### src/rtl/timestep_sequencer.sv
// timestep_sequencer: instruction register and 2-bit timestep counter.
// It sits in front of the combinational controller. Steps come from a
// debounced Enter button. If AUTO_STEP_EN is defined, a step is taken on
// every clock instead.
// With AUTO_STEP_EN defined, the Enter synchronizer, debounce and arming
// logic are not built.
module timestep_sequencer #(
  parameter int W         = 10,
  parameter int DB_CYCLES = 16
) (
  input  logic         clk,
  input  logic         rst,
  input  logic         Enter,
  input  logic [W-1:0] Data,
  input  logic         IRin,
  input  logic         Clr,
  output logic [1:0]   T,
  output logic [W-1:0] INST,
  output logic         Step,
  output logic         Done
);

  logic [1:0]   t_q, t_d;
  logic [W-1:0] inst_q, inst_d;
  logic         step_q, step_d;
  logic         done_q, done_d;

`ifdef AUTO_STEP_EN
  // Free-running mode: the button is not used.
  logic unused_enter;
  assign unused_enter = Enter;

  // Step on every clock once reset is released.
  always_comb step_d = 1'b1;
`else
  localparam int CW = (DB_CYCLES > 1) ? $clog2(DB_CYCLES) : 1;
  localparam logic [CW-1:0] CNT_LAST = CW'(DB_CYCLES - 1);

  logic          sync1_q, sync1_d, sync2_q, sync2_d;
  logic [1:0]    vld_q, vld_d;    // marks when en_s holds a real sample after reset
  logic [CW-1:0] cnt_q, cnt_d;
  logic          db_q, db_d;
  logic          armed_q, armed_d;
  logic          en_s;

  // Button front end: synchronizer, debounce, arming and step detect.
  always_ff @(posedge clk or posedge rst) begin
    if (rst) begin
      sync1_q <= 1'b0;
      sync2_q <= 1'b0;
      vld_q   <= '0;
      cnt_q   <= '0;
      db_q    <= 1'b0;
      armed_q <= 1'b0;
    end else begin
      sync1_q <= sync1_d;
      sync2_q <= sync2_d;
      vld_q   <= vld_d;
      cnt_q   <= cnt_d;
      db_q    <= db_d;
      armed_q <= armed_d;
    end
  end

  // The debounce counter tracks how long en_s has disagreed with the
  // accepted level. Any agreement restarts the count, so a glitch cannot
  // accumulate. Arming needs a genuine released sample (vld_q[1]), so a
  // button held through reset never arms on the reset value of the
  // synchronizer flops.
  always_comb begin
    sync1_d = Enter;
    sync2_d = sync1_q;
    vld_d   = {vld_q[0], 1'b1};
    en_s    = sync2_q;
    cnt_d   = cnt_q;
    db_d    = db_q;
    if (en_s == db_q) begin
      cnt_d = '0;
    end else if (cnt_q >= CNT_LAST) begin
      db_d  = en_s;
      cnt_d = '0;
    end else begin
      cnt_d = cnt_q + 1'b1;
    end
    armed_d = armed_q | (vld_q[1] & ~db_q & ~en_s);
    step_d  = armed_q & ~db_q & db_d;
  end
`endif

  // Architectural state: T, INST and the Step/Done pulses.
  always_ff @(posedge clk or posedge rst) begin
    if (rst) begin
      t_q    <= '0;
      inst_q <= '0;
      step_q <= 1'b0;
      done_q <= 1'b0;
    end else begin
      t_q    <= t_d;
      inst_q <= inst_d;
      step_q <= step_d;
      done_q <= done_d;
    end
  end

  // T and INST change only on a step. Clr wins over increment, and IRin
  // applies independently of Clr.
  always_comb begin
    t_d    = t_q;
    inst_d = inst_q;
    done_d = 1'b0;
    if (step_q) begin
      t_d    = Clr ? 2'd0 : t_q + 2'd1;
      done_d = Clr;
      if (IRin) inst_d = Data;
    end
  end

  assign T    = t_q;
  assign INST = inst_q;
  assign Step = step_q;
  assign Done = done_q;

endmodule
### config.mk
export PLATFORM = sky130hd
export DESIGN_NAME = timestep_sequencer
export DESIGN_NICKNAME = d
export VERILOG_FILES = /design/src/rtl/timestep_sequencer.sv
export SDC_FILE = /design/constraint.sdc
export NUM_CORES = 1
export LEC_CHECK = 0
export CAP_MARGIN = 30
export CORE_MARGIN = 3
export CORE_UTILIZATION = 45
export DETAILED_ROUTE_END_ITERATION = 12
export DONT_BUFFER_PORTS = 1
export HOLD_SLACK_MARGIN = 0.1
export SYNTH_ARGS = -nofsm -noshare
export SYNTH_HDL_FRONTEND = slang
export SYNTH_SLANG_ARGS = --single-unit
### constraint.sdc
create_clock -name clk -period 1.63 [get_ports clk]
set_input_delay 0.2445 -clock clk [delete_from_list [all_inputs] [get_ports clk]]
set_output_delay 0.2445 -clock clk [all_outputs]
set_load 0.02 [all_outputs]
==> impl_metrics.ini <==
[placement]
place.port_buffers = 0
dpl_worst_slack_ps = 389.9
gp_congestion = 0.5875
dp_hpwl_um = 892.5

[sta]
final.setup.tns_ps = 0
finalCritPeriodShare = 0.7661
rsz0062_at_grt = no
maxSlewViolCount = 0
skew_ps = 4.347
max_freq_mhz = 800.8
finalHoldViolCount = 0
min_period_ps = 1249
setup_ws_ps = 381.2
setup_viol = 0

[status]
status = completed

[grt]
grt_pass1_wl_um = 2290
use_met1 = 0.1375
use_met2 = 0.1978
busiest_layer = met2
grt_antenna_before_repair = 0
grt_max_degree = 25
grt_overflow = 0
grt_pass1_vias = 538
track_usage = 0.1222
use_met3 = 0.06528

[min_path]
hp-class = in2reg

[floorplan]
coreArea_um2 = 1802
initial_core_util = 0.4924
rows = 15
fp.dieH_um = 50.40
ios = 29
fp.dieW_um = 50.40
die_area_um2 = 2540

[power]
p_per_area_nw_per_um2 = 976.0
vdd_drop_max_v = 0.0007470
power.leakage_uw = 0.0005324

[clocking]
clock-sinks = 24
clock-root-buffer = clkbuf_4
clk_latency_ps = 310
cts_tree = yes
htreeDepth = 1
cts_max_path_buffers = 2
clkTransAtPathRegs_ps = 120
cts_resized = 0
post_cts_buffers = 0
cts_made_buffers = 3
postCtsHoldBufs = 13

[final_layout]
layout.nets = 96
area_growth_pct = 24.96
drive_gt1_frac = 0.2278
final_core_util = 0.6153
num_antenna_cells = 0

[detailed_routing]
drcViolationCount = 0
postRouteAntennaNets = 0
vias_per_cell = 4.798
dr.pass1.iters = 4
drt-total-wl_um = 1327
drt_iter0_markers = 2
detail_route.wl_per_cell_um = 12.76
vias = 499

[run]
max-cap-violations = 0

[critical_path]
endpoint_kind = flop
crit_path_max_fanout = 4
arrival_ps = 1460
ff2ff_setup_slack_ps = 380
crit_type = reg2reg
startpoint_type = flop
crit_required_ps = 1840

[logic_synthesis]
avgSynthCellArea_um2 = 14.54
synth_cell_types = 20
synth_nets = 77
ys_seq_area_frac = 0.6770
synth_seq_cells = 24
yosys_warnings = 0
netlist_instances = 61
syn_area_um2 = 887.1
cell families after synthesis:
kind of cell,Yosys count,share of synthesized area
other,1,0.004227
DFF,24,0.6770
AOI/OAI and AO/OA,6,0.03667
adders and majority gates,1,0.01410
and+or+nand+nor,13,0.08886
muxes,12,0.1509
xor gates and xnor gates,2,0.01975
buffers and inverters,2,0.008466
cells in the final DEF (no fill, tap or decap), drive strengths merged, types with 2 or more instances in the layout:
master,instances
nand2,3
nand2b,2
a21oi,2
xnor2,2
clkbuf,3
nor2,2
dfrtp,24
inv,2
mux2,11
dlygate4sd3,13
o21ai,3
report_power, final:
group | switching (uW) | internal, uW
combinational | 21.8 | 31.1
clock | 166 | 248
sequential | 8.16 | 606
flip-flops by register name, summed over array words and instances, names as in the netlist, 2 cells and up:
register	count
T	2
cnt_q	4
vld_q	2
INST	10
layer usage:
layer | share of wire | vias to the layer above
li1 | - | 240
met1 | 0.39 | 235
met2 | 0.49 | 22
met3 | 0.12 | 2
met4 | 0.012 | 0
met5 | 0 | -
worst paths after layout:
path	start	endpoint	cells past startpoint
setup / recovery	cnt_q[0]	db_q	3
hold / removal	Clr	T[0]	2
setup reg to reg	cnt_q[0]	db_q	3
hold reg to reg	sync1_q	en_s	0
max in group asynchronous	rst	cnt_q[0]	3
min in group asynchronous	rst	Done	3
layout make-up:
type                            count  area, um2
Fill cell                         159      693.2
Sequential cell                    24      600.6
Multi-Input combinational cell     35      279.0
Timing Repair Buffer               14      137.6
Tap cell                           25      31.28
Clock inverter                      1      30.03
Clock buffer                        3      22.52
Inverter                            2      7.507
worst max-delay path, stage by stage (launching register included):
cell	delay, ps
dfrtp_1	430
ha_1	250
nand3_1	140
mux2_2	340
stage by stage:
step           instance area (um2)  power, uW  hold WS (ps)  std cells
6_report                      1109       1082         118.7        104
5_1_grt                       1109       1127         116.9        104
4_1_cts                       1109       1096         118.0        104
2_1_floorplan                887.1      647.0         259.1         61
3_5_place_dp                 925.9      656.2         197.6         87
3_3_place_gp                 925.9      654.9         196.1         87
synth_stat cells:
cell type  number  share of area
dfrtp_1        24           0.68
ha_1            1          0.014
mux2i_1         1          0.011
and2_2          1         0.0085
inv_1           2         0.0085
o21ai_0         3          0.017
nand2b_1        2          0.014
nor2_1          2         0.0085
a21oi_1         2          0.011
xnor2_1         2          0.020
nor3b_1         1         0.0085
nand2_1         2         0.0085
conb_1          1         0.0042
mux2_2         11           0.14
a21o_1          1         0.0085
nor2b_1         1         0.0071
nand2_4         1          0.013
nand3_1         1         0.0056
nand4b_1        1         0.0099
nor3_1          1         0.0056
Power figures use the tool's default switching activity.
